**src/rtl/ha_array_pkg.sv**
```systemverilog
// Shared definitions for the half-adder-array accumulator.
// Holds the array geometry, the FSM state type, the row type and the
// helper that turns one (b,t) pair into its unweighted row value.
package ha_array_pkg;

  localparam int N_ARR = 4;   // arrays per operation, array k weighted 2^(2k)
  localparam int B_W   = 7;   // width of each ha_array_k_b bus
  localparam int T_W   = 9;   // width of each ha_array_k_t bus
  localparam int P_W   = 16;  // product width; accumulator is P_W+1 bits
  localparam int IDX_W = $clog2(N_ARR);

  typedef enum logic [1:0] {
    IDLE,
    ACC,
    DONE
  } state_t;

  typedef logic [T_W:0] row_t;

  // b[i] carries weight 2^(i+2) relative to t[i]; the largest row is
  // 511 + 4*127 = 1019, which fits the T_W+1 bit row exactly.
  function automatic row_t row_value(input logic [B_W-1:0] b,
                                     input logic [T_W-1:0] t);
    return row_t'(t) + (row_t'(b) << 2);
  endfunction

endpackage

```
**src/rtl/ha_row_weight.sv**
```systemverilog
// Combinational weighting of one half-adder array.
// Ports:
//   b    in  B_W      b bus of the selected array
//   t    in  T_W      t bus of the selected array
//   idx  in  IDX_W    array index k
//   term out P_W+1    (t + (b << 2)) << 2k
module ha_row_weight
  import ha_array_pkg::*;
(
  input  logic [B_W-1:0]   b,
  input  logic [T_W-1:0]   t,
  input  logic [IDX_W-1:0] idx,
  output logic [P_W:0]     term
);

  logic [P_W:0] row_ext;

  assign row_ext = (P_W+1)'(row_value(b, t));
  assign term    = row_ext << {idx, 1'b0};

endmodule

```
**src/rtl/ha_array_accumulator.sv**
```systemverilog
// Serial reduction of four half-adder-array row pairs into a 16-bit product.
// A bundle is captured in IDLE, one weighted array is added per cycle in
// ACC, and the result is held in DONE until the consumer takes it.
// Ports:
//   clk, rst_n            clock (rising edge), async active-low reset
//   in_valid / in_ready   bundle handshake (in_ready only in IDLE)
//   ha_array_k_b/_t       k=0..3 row pairs, sampled only on the accept cycle
//   out_valid / out_ready product handshake
//   product               accumulated sum modulo 2^16
//   ovf                   accumulated sum >= 2^16
module ha_array_accumulator
  import ha_array_pkg::*;
(
  input  logic           clk,
  input  logic           rst_n,
  input  logic           in_valid,
  output logic           in_ready,
  input  logic [B_W-1:0] ha_array_0_b,
  input  logic [T_W-1:0] ha_array_0_t,
  input  logic [B_W-1:0] ha_array_1_b,
  input  logic [T_W-1:0] ha_array_1_t,
  input  logic [B_W-1:0] ha_array_2_b,
  input  logic [T_W-1:0] ha_array_2_t,
  input  logic [B_W-1:0] ha_array_3_b,
  input  logic [T_W-1:0] ha_array_3_t,
  output logic           out_valid,
  input  logic           out_ready,
  output logic [P_W-1:0] product,
  output logic           ovf
);

  state_t           state;
  logic [B_W-1:0]   b_in [N_ARR];
  logic [T_W-1:0]   t_in [N_ARR];
  logic [B_W-1:0]   b_q  [N_ARR];
  logic [T_W-1:0]   t_q  [N_ARR];
  logic [IDX_W-1:0] idx;
  logic [P_W:0]     acc;
  logic [P_W:0]     term;
  logic [P_W:0]     acc_sum;

  assign b_in[0] = ha_array_0_b;
  assign b_in[1] = ha_array_1_b;
  assign b_in[2] = ha_array_2_b;
  assign b_in[3] = ha_array_3_b;
  assign t_in[0] = ha_array_0_t;
  assign t_in[1] = ha_array_1_t;
  assign t_in[2] = ha_array_2_t;
  assign t_in[3] = ha_array_3_t;

  ha_row_weight u_row_weight (
    .b    (b_q[idx]),
    .t    (t_q[idx]),
    .idx  (idx),
    .term (term)
  );

  // Max sum is 1019*85 = 86615 < 2^17, so this never wraps.
  assign acc_sum = acc + term;

  always_ff @(posedge clk or negedge rst_n) begin
    if (!rst_n) begin
      state     <= IDLE;
      in_ready  <= 1'b1;
      out_valid <= 1'b0;
      product   <= '0;
      ovf       <= 1'b0;
      acc       <= '0;
      idx       <= '0;
      for (int k = 0; k < N_ARR; k++) begin
        b_q[k] <= '0;
        t_q[k] <= '0;
      end
    end else begin
      case (state)
        IDLE: begin
          // in_ready is registered high in IDLE, so in_valid alone is the accept.
          if (in_valid) begin
            for (int k = 0; k < N_ARR; k++) begin
              b_q[k] <= b_in[k];
              t_q[k] <= t_in[k];
            end
            acc      <= '0;
            idx      <= '0;
            in_ready <= 1'b0;
            state    <= ACC;
          end
        end
        ACC: begin
          acc <= acc_sum;
          idx <= idx + 1'b1;
          // Publish on the last add so out_valid rises with DONE.
          if (idx == IDX_W'(N_ARR - 1)) begin
            product   <= acc_sum[P_W-1:0];
            ovf       <= acc_sum[P_W];
            out_valid <= 1'b1;
            state     <= DONE;
          end
        end
        DONE: begin
          if (out_ready) begin
            out_valid <= 1'b0;
            in_ready  <= 1'b1;
            state     <= IDLE;
          end
        end
        default: begin
          out_valid <= 1'b0;
          in_ready  <= 1'b1;
          state     <= IDLE;
        end
      endcase
    end
  end

endmodule
```
**config.mk**
```make
export PLATFORM = sky130hd
export DESIGN_NAME = ha_array_accumulator
export DESIGN_NICKNAME = d
export VERILOG_FILES = /design/src/rtl/ha_array_pkg.sv /design/src/rtl/ha_row_weight.sv /design/src/rtl/ha_array_accumulator.sv
export SDC_FILE = /design/constraint.sdc
export NUM_CORES = 1
export LEC_CHECK = 0
export ABC_AREA = 1
export BUFFER_PORTS_ARGS = -buffer_cell sky130_fd_sc_hd__buf_2
export CORE_UTILIZATION = 37
export DETAILED_ROUTE_END_ITERATION = 8
export PLACE_DENSITY_LB_ADDON = 0.15
export SETUP_SLACK_MARGIN = 0.15
export SYNTH_ARGS = -nofsm -noshare
export SYNTH_HDL_FRONTEND = slang
export SYNTH_SLANG_ARGS = --single-unit
```
**constraint.sdc**
```tcl
create_clock -name clk -period 5.76 [get_ports clk]
set_clock_uncertainty 0.1 [all_clocks]
set_input_delay 1.152 -clock clk [delete_from_list [all_inputs] [get_ports clk]]
set_output_delay 1.152 -clock clk [all_outputs]
set_load 0.02 [all_outputs]
```
==> results of run 1 <==
## final cells by class
class,count,area [sq um]
clock buffers,10,229
clock inverters,6,51.3
fillers,1619,9010
inverters,61,229
multi-input cells,496,3070
flip-flops and latches,104,2600
well taps,216,270
repair buffers,91,470
## flip-flops by register name, indices dropped and copies added (netlist names)
name / flops
idx: 2
ovf: 1
state: 2
in_ready: 1
product: 16
out_valid: 1
t_q: 36
b_q: 28
acc: 17
## worst reg2reg max path, delay by kind of cell (launching register included)
kind	cells	cell delay, ns
xor gates and xnor gates	1	0.15
DFF	1	0.38
and+or+nand+nor	7	0.83
adders and majority gates	3	0.86
buffers and inverters	2	0.75
AOI/OAI and AO/OA	5	0.98
## layer usage
layer | GRT usage (%) | vias up | part of all wire [%]
met3 | 3.57 | 18 | 3.4
met1 | 25.1 | 2222 | 48
met2 | 31.2 | 87 | 47
li1 | - | 2415 | -
met4 | 6.36 | 0 | 1.7
met5 | 0 | - | 0
## final timing paths
path	from	to	slack, ns	cells after the start
worst min-delay path	product[14]	product[14]	0.37	2
max in group asynchronous	rst_n	t_q[20]	3.68	2
min in group asynchronous	rst_n	acc[6]	0.75	1
worst min register to register	product[14]	product[14]	0.37	2
worst max register to register	idx[1]	product[7]	1.59	18
worst max-delay path	idx[1]	product[7]	1.59	18
## cells in the final DEF (no fill, tap or decap)
master / instances
a21oi_1: 11
a22o_1: 2
and2_1: 2
buf_2: 85
buf_4: 6
clkbuf_1: 1
clkbuf_16: 9
clkinv_2: 1
clkinv_4: 2
dfrtp_1: 103
dfstp_2: 1
fa_1: 2
ha_1: 25
inv_1: 58
inv_2: 3
inv_6: 2
inv_8: 1
mux2_2: 15
mux2_4: 49
nand2_1: 201
nand2_4: 1
nand3_1: 57
nand3b_1: 4
nand4_1: 5
nor2_1: 42
nor2_4: 1
nor3_1: 5
o21a_1: 1
o21ai_0: 44
o22ai_1: 15
o31ai_1: 1
or2_2: 7
xnor2_1: 3
xor2_1: 3
## stage by stage
step	setup WS (ns)	utilization (%)	std cells	instance area, sq um	hold WS [ns]
finish	1.59	43.5	984	6930	0.373
global route	1.09	43.5	984	6930	0.399
CTS	1.55	43.5	984	6930	0.380
detailed placement	1.55	41.7	968	6650	0.361
global placement	1.61	41.7	968	6650	0.360
floorplan	2.34	-	688	6050	0.356
## logic make-up (layout without fill, tap and decap cells)
group,Yosys count,after routing,share of synthesized area [%]
multiplexers,64,64,14.9
AND/OR/NAND/NOR,325,325,22.4
buffers and inverters,88,168,6.31
XOR/XNOR,6,6,0.868
AO/OA/AOI/OAI,74,74,6.64
flip-flops,104,104,43.0
adder cells (fa/ha/maj),27,27,5.83
==> metrics.txt, run 1 <==
outcome finished, final reports clean; cts hold-fix bufs 0; Detailed Routing Iterations Pass 1 4; post-synth top area share a little over two fifths; Syn Nets 783; routed vias/inst just under 5; crit end category flip-flop; Worst path most repeated cell nand2_1; TNS Setup 0 ns; synth warn 0; synth cell count leaders nand2_1, dfrtp_1, inv_1; GPL Wtd Cong 0.848; relative slew slack between 30% and 40%; CTS clk-pin slew, worst paths roughly 0.070 ns; clock buffer depth 2; DIE AREA 16900 sq um; CP Class flip-flop to flip-flop; Worst-Skew Late Latency approximately 0.36 ns; share of cells above drive strength 1 23.8%; antenna viol nets, final 0; DRC Markers 0; CTS tree done; Max Transition Viols Final 0; first-pass GRT wire length about 24 mm; Die X between 100 and 150 um; Row Count between 40 and 50; Synth Flop Type dfrtp_1; vias in the first global route about 4800; period utilisation layout between 70% and 80%; All-Layer GR Usage 19.0%; area leader, netlist dfrtp_1; cells along the critical path inv_1, o21ai_0, o22ai_1, ha_1, fa_1, xor2_1, inv_1, o21ai_0, nand2_1, o31ai_1, ha_1, nand2_1, nand2_1, a21oi_1, nand2_1, or2_2, nand3_1, nand2_1; Die H approximately 130 um; count leader, synth nand2_1; delay-heaviest family, CP compound AO/OA/AOI/OAI gates; Seq cells post-synth approximately 100; largest net degree at the start of global routing 56; crit-path max cell delay 0.69 ns; RSZ-0062 raised after global routing false; DPL Wire Length around 11 mm; WL per Instance 15.0 um; Mapped Cells between 600 and 700; CP max stage cell inv_1; Req. time, crit path about 5.9 ns; total clock sinks 104; EDFF count, synth 0; Crit Path Max Fanout 32; DRT iter0 DRCs approximately 230; # diodes 0; critical path launch point type flip-flop; fin nets approximately 860; worst path bufs/invs 2; minimum clock period approximately 4.2 ns; # resized after CTS 0; antenna violations before repair 0; Vias ~4700; detailed-route wire length approximately 15 mm; I/O Buffers between 80 and 90; Overflow after GRT 0; Fin. Hold Viols 0; MaxCap Viol Count 0; final setup violation count 0; H-tree levels 3; layout overhead on the synthesized area 14.5%; total CTS buffers 9; async set-reset flop share out of synthesis 100%; clk root buf clkbuf_16; sequential-to-total area share from yosys stat between 40% and 50%; Post-CTS Setup Bufs 0; IO Pins slightly below 90; post-synth design cell area slightly above 6000 sq um; Critical Path AT roughly 4.3 ns; initial core utilization 38.0%; fmax ~0.24 GHz; synth top area cells dfrtp_1, nand2_1, mux2_4; syn_area_per_cell 8.80 sq um; area of the core 15900 sq um; synth unique cells 29; Slew @ Worst Pin around 0.95 ns; Hold Crit Class flip-flop to flip-flop
Power of run 1 is left out: the tool's default activity adds up to more than one toggle a clock period on the data nets, which glitch-free logic cannot reach.
==> inputs of run 2 (changes only) <==
- ABC_AREA: 1 -> 0
- clock period: 5.76 -> 4.18 ns (I/O delays scaled with it)
==> run 2 against run 1 <==
The flow now finishes with violations (setup timing). Register-to-register slack worse by 1.6 ns. Largest cell class unchanged. Flip-flop and latch count stayed put. Worst hold slack worse by 0.00089 ns. Fmax is 0.31% lower. Cell count is 22% lower. Sequential share of layout area is 0.30 points higher. Synthesized area is 8.7% lower. Die area is 8.6% lower. Worst setup slack worse by 1.6 ns. Clock-buffer cell count stayed put. Wire length is 16% lower.
==> metrics.txt, run 2 <==
max FFs per register 36; number of fill cells roughly 1300; async set-reset flop share out of synthesis 100%; crit end category flip-flop; final setup violation count 1; synth warn 0; Critical Path AT around 4.3 ns; # diodes 0; detailed-route wire length 12.4 mm; CP max stage cell mux4_2; synth unique cells 52; antenna violations before repair 0; Req. time, crit path between 4 and 5 ns; initial core utilization about two fifths; post-synth top area share 46.6%; H-tree levels 3; crit-path max cell delay 0.56 ns; Overflow after GRT 0; antenna viol nets, final 0; Max Transition Viols Final 0; setup slack after layout -0.000256 ns; vias in the first global route 4073; GPL Wtd Cong between 0.8 and 0.9; failing checks setup timing; routed vias/inst approximately 5.1; total clock sinks ~100; relative slew slack between 20% and 30%; I/O Buffers 86; share of cells above drive strength 1 39.7%; total CTS buffers 9; area leader, netlist dfrtp_1; clock buffer depth 2; most frequent cells in the layout dfrtp_1, buf_2, mux2_2; RSZ-0062 raised after global routing true; Slew @ Worst Pin 1.15 ns; Row Count 44; Seq cells post-synth around 100; first-pass GRT wire length approximately 21 mm; DRC Markers 0; crit path launch idx[0]; layout overhead on the synthesized area 24.4%; DIE AREA between 15000 and 20000 sq um; Hold Crit Class flip-flop to flip-flop; Detailed Routing Iterations Pass 1 6; EDFF count, synth 0; total placed instance area between 6000 and 7000 sq um; TNS Setup -0.000256 ns; Fin. Hold Viols 0; outcome finished with violations; fin nets approximately 670; minimum clock period ~4.2 ns; Syn Nets approximately 570; fin area roughly 7000 sq um; cts hold-fix bufs 0; worst path bufs/invs 1; delay-heaviest family, CP compound AO/OA/AOI/OAI gates; clk root buf clkbuf_16; DRT iter0 DRCs ~180; R2R Setup Slk -0.0003 ns; largest net degree at the start of global routing 85; DPL Wire Length between 8 and 9 mm; Biggest register t_q; fmax roughly 0.24 GHz; syn_area_per_cell about 12 sq um; largest registers t_q (36), b_q (28), acc (17); Worst path most repeated cell mux4_2; sequential-to-total area share from yosys stat a little under half; period utilisation layout 100%; All-Layer GR Usage ~17%; Die X 124 um; post-synth design cell area roughly 5500 sq um; Crit Path Max Fanout 5; cells along the critical path buf_12, mux4_2, fa_2, a21o_1, a21oi_4, xnor2_1, mux4_2, ha_4, o21a_1, o211ai_1, a31oi_2, o22ai_4, o2111a_1, a211o_1; critical path launch point type flip-flop; reg2reg start idx[0]; IO Pins 87; MaxCap Viol Count 0; Synth Flop Type dfrtp_1; most common library cell in the layout ignoring fill and taps dfrtp_1; synth top area cells dfrtp_1, mux2_2, mux4_2; fin util a little under half; Vias 3926; Worst-Skew Late Latency around 0.36 ns; Die H 124 um; CP Class flip-flop to flip-flop; area of the core 14500 sq um; count leader, synth dfrtp_1; CTS tree done; WL per Instance between 15 and 20 um; synth cell count leaders dfrtp_1, mux2_2, o21ai_0; Mapped Cells around 480; CTS clk-pin slew, worst paths roughly 0.07 ns; hold_sp product[5]
run 2: layout make-up:
| cell class | count | area, sq um | area share, % |
|---|---|---|---|
| multi-input cells | 340 | 3050 | 44.4 |
| flip-flops and latches | 104 | 2610 | 37.9 |
| clock inverters | 6 | 48.8 | 0.710 |
| well taps | 184 | 230 | 3.35 |
| inverters | 9 | 33.8 | 0.491 |
| repair buffers | 110 | 667 | 9.70 |
| clock buffers | 10 | 239 | 3.48 |
run 2: worst reg2reg max path: stages, from the launching register on:
cell,delay (ns)
dfrtp_2,0.47
buf_12,0.14
mux4_2,0.56
fa_2,0.42
a21o_1,0.21
a21oi_4,0.18
xnor2_1,0.11
mux4_2,0.50
ha_4,0.30
o21a_1,0.11
o211ai_1,0.09
a31oi_2,0.26
o22ai_4,0.13
o2111a_1,0.24
a211o_1,0.26
run 2: per-stage QoR:
step | setup WS (ns) | std cells | hold WS [ns]
2_1_floorplan | 0.160 | 478 | 0.356
3_3_place_gp | 0.00614 | 741 | 0.358
3_5_place_dp | -0.0749 | 741 | 0.365
4_1_cts | -0.0536 | 761 | 0.381
5_1_grt | -0.196 | 763 | 0.404
6_report | -0.000256 | 763 | 0.372
run 2: cells by family (layout without fill, tap and decap cells):
family	Yosys count	in the layout	synth area share, %
AO/OA/AOI/OAI	106	106	12.0
AND/OR/NAND/NOR	105	105	8.92
flip-flops	104	104	47.1
adder cells (fa/ha/maj)	27	27	6.38
buffers and inverters	34	135	2.58
XOR/XNOR	15	15	2.38
multiplexers	87	87	20.6
run 2: worst paths after layout:
kind,endpoint,depth (start not counted)
max in group asynchronous,in_ready,2
worst min register to register,product[5],2
min in group asynchronous,product[12],1
worst min-delay path,product[5],2
worst max register to register,acc[16],14
worst max-delay path,acc[16],14
run 2: metal layers:
layer | vias to the layer above | part of all wire [%] | GRT usage [%]
met3 | 13 | 3.5 | 3.84
met5 | - | 0 | 0
met2 | 68 | 48 | 27.2
met1 | 1902 | 47 | 22.4
met4 | 0 | 1.6 | 5.95
li1 | 1943 | - | -
run 2: repair_timing:
| item | 4_1_cts | 5_1_grt |
|---|---|---|
| resized for setup | 19 | 30 |
| gates cloned | 0 | 0 |
| pin swaps | 15 | 6 |
| endpoints found under the setup margin | 19 | 20 |
| setup buffers | 4 | 2 |
Power of run 2 is left out for the same reason.
==> inputs of run 3 (changes only) <==
- clock period: 4.18 -> 5.21 ns (I/O delays scaled with it)
==> run 3 against run 2 <==
Critical path type unchanged. Critical path depth increased by 1. Flip-flop and latch count unchanged. The flow now finishes without violations. Cell count decreased by 1.8%.
==> metrics.txt, run 3 (synthesized netlist as in run 2, its figures left out) <==
Die X approximately 120 um; largest registers t_q (36), b_q (28), acc (17); largest net degree at the start of global routing between 80 and 90; Slew @ Worst Pin 1.12 ns; RSZ-0062 raised after global routing false; fin nets approximately 660; WL per Instance about 16 um; max FFs per register 36; Req. time, crit path between 5 and 6 ns; TNS Setup 0 ns; initial core utilization 38.0%; most frequent cells in the layout dfrtp_1, buf_2, mux2_2; Fin. Hold Viols 0; Die H approximately 120 um; fmax about 0.21 GHz; Max Transition Viols Final 0; layout overhead on the synthesized area 17.3%; most common library cell in the layout ignoring fill and taps dfrtp_1; IO Pins 87; antenna violations before repair 0; highest metal used met4; metal3 WL 585 um; CTS tree done; share of cells above drive strength 1 a little under a third; Worst-Skew Late Latency between 0.3 and 0.4 ns; critical path launch point type flip-flop; I/O Buffers 86; CP Class flip-flop to flip-flop; reg2reg start idx[0]; Critical Path AT around 4.9 ns; Overflow after GRT 0; outcome finished, final reports clean; minimum clock period 4.66 ns; metal2 WL 5.66 mm; H-tree levels 3; GPL Wtd Cong just under 0.8; final setup violation count 0; detailed-route wire length between 10 and 15 mm; R2R depth 15; All-Layer GR Usage 16.1%; # diodes 0; Vias 3827; DPL Wire Length around 8.5 mm; crit end category flip-flop; Crit Path Max Fanout 6; routed vias/inst slightly above 5; R2R Setup Slk between 0.5 and 0.6 ns; Detailed Routing Iterations Pass 1 4; period utilisation layout 89.4%; crit path launch idx[0]; clk root buf clkbuf_16; total CTS buffers 9; relative slew slack approximately 25%; total clock sinks 104; first-pass GRT wire length around 20 mm; Biggest register t_q; DIE AREA 15400 sq um; hold_sp product[10]; area of the core roughly 15000 sq um; Row Count 44; Hold Crit Class flip-flop to flip-flop; clock buffer depth 2; Min-Delay Path Depth 2; MaxCap Viol Count 0; antenna viol nets, final 0; DRT iter0 DRCs between 100 and 150; DRC Markers 0; CTS clk-pin slew, worst paths about 0.070 ns; M1 wire length roughly 5.4 mm; vias in the first global route slightly below 4000
run 3: changes by cell type in the layout (fill, tap and decap cells not counted), moves of 3 or more:
cell / delta
o21ai_0: +14
ha_1: +12
buf_4: -10
o21ai_1: -10
ha_4: -9
a21oi_1: +6
a21oi_2: -5
o21ai_2: -4
buf_12: -3
ha_2: -3
xnor2_1: +3
xnor2_2: -3
run 3: timing repair:
action / in CTS / in global routing
hold buffers: 0 / 0
resized for setup: 0 / 2
setup buffers: 0 / 5
endpoints found under the setup margin: 0 / 12
run 3: worst paths after layout:
| kind | to |
|---|---|
| max in group asynchronous | b_q[7] |
| max | ovf |
| min | product[10] |
| min reg2reg | product[10] |
| min in group asynchronous | product[14] |
| max reg2reg | ovf |
run 3: critical path: stages, from the launching register on:
cell and delay [ns]:
dfrtp_4 0.48, mux4_2 0.51, ha_1 0.25, fa_1 0.41
a21o_1 0.19, a21oi_1 0.27, nor2_1 0.11, a311oi_2 0.38
nor2_1 0.10, o31a_1 0.26, ha_1 0.38, o211ai_1 0.13
a31oi_2 0.24, o22ai_2 0.17, or4_1 0.52, nand3_1 0.09
run 3: area by class of cell:
class | count | area [sq um]
tap | 184 | 230
inverter | 9 | 33.8
clock inverter | 6 | 73.8
clock buffer | 10 | 229
fill | 1400 | 8050
multi-input combinational | 340 | 2790
timing repair buffer | 96 | 520
sequential | 104 | 2610
run 3: routing by layer:
layer	GRT usage, %	up-vias
li1	-	1912
met1	19.9	1836
met2	26.5	65
met3	4.66	14
met4	6.24	0
met5	0	-
run 3: through the flow:
| stage | setup slack [ns] | cells | util, % | area [sq um] | hold WS, ns |
|---|---|---|---|---|---|
| after floorplan | 0.554 | 478 | - | 5530 | 0.356 |
| after global placement | 0.380 | 728 | 42.1 | 6120 | 0.358 |
| after detailed placement | 0.286 | 728 | 42.1 | 6120 | 0.366 |
| after CTS | 0.250 | 744 | 44.2 | 6420 | 0.382 |
| after global routing | 0.281 | 749 | 44.6 | 6480 | 0.395 |
| final | 0.553 | 749 | 44.6 | 6480 | 0.376 |
Power of run 3 is left out for the same reason.
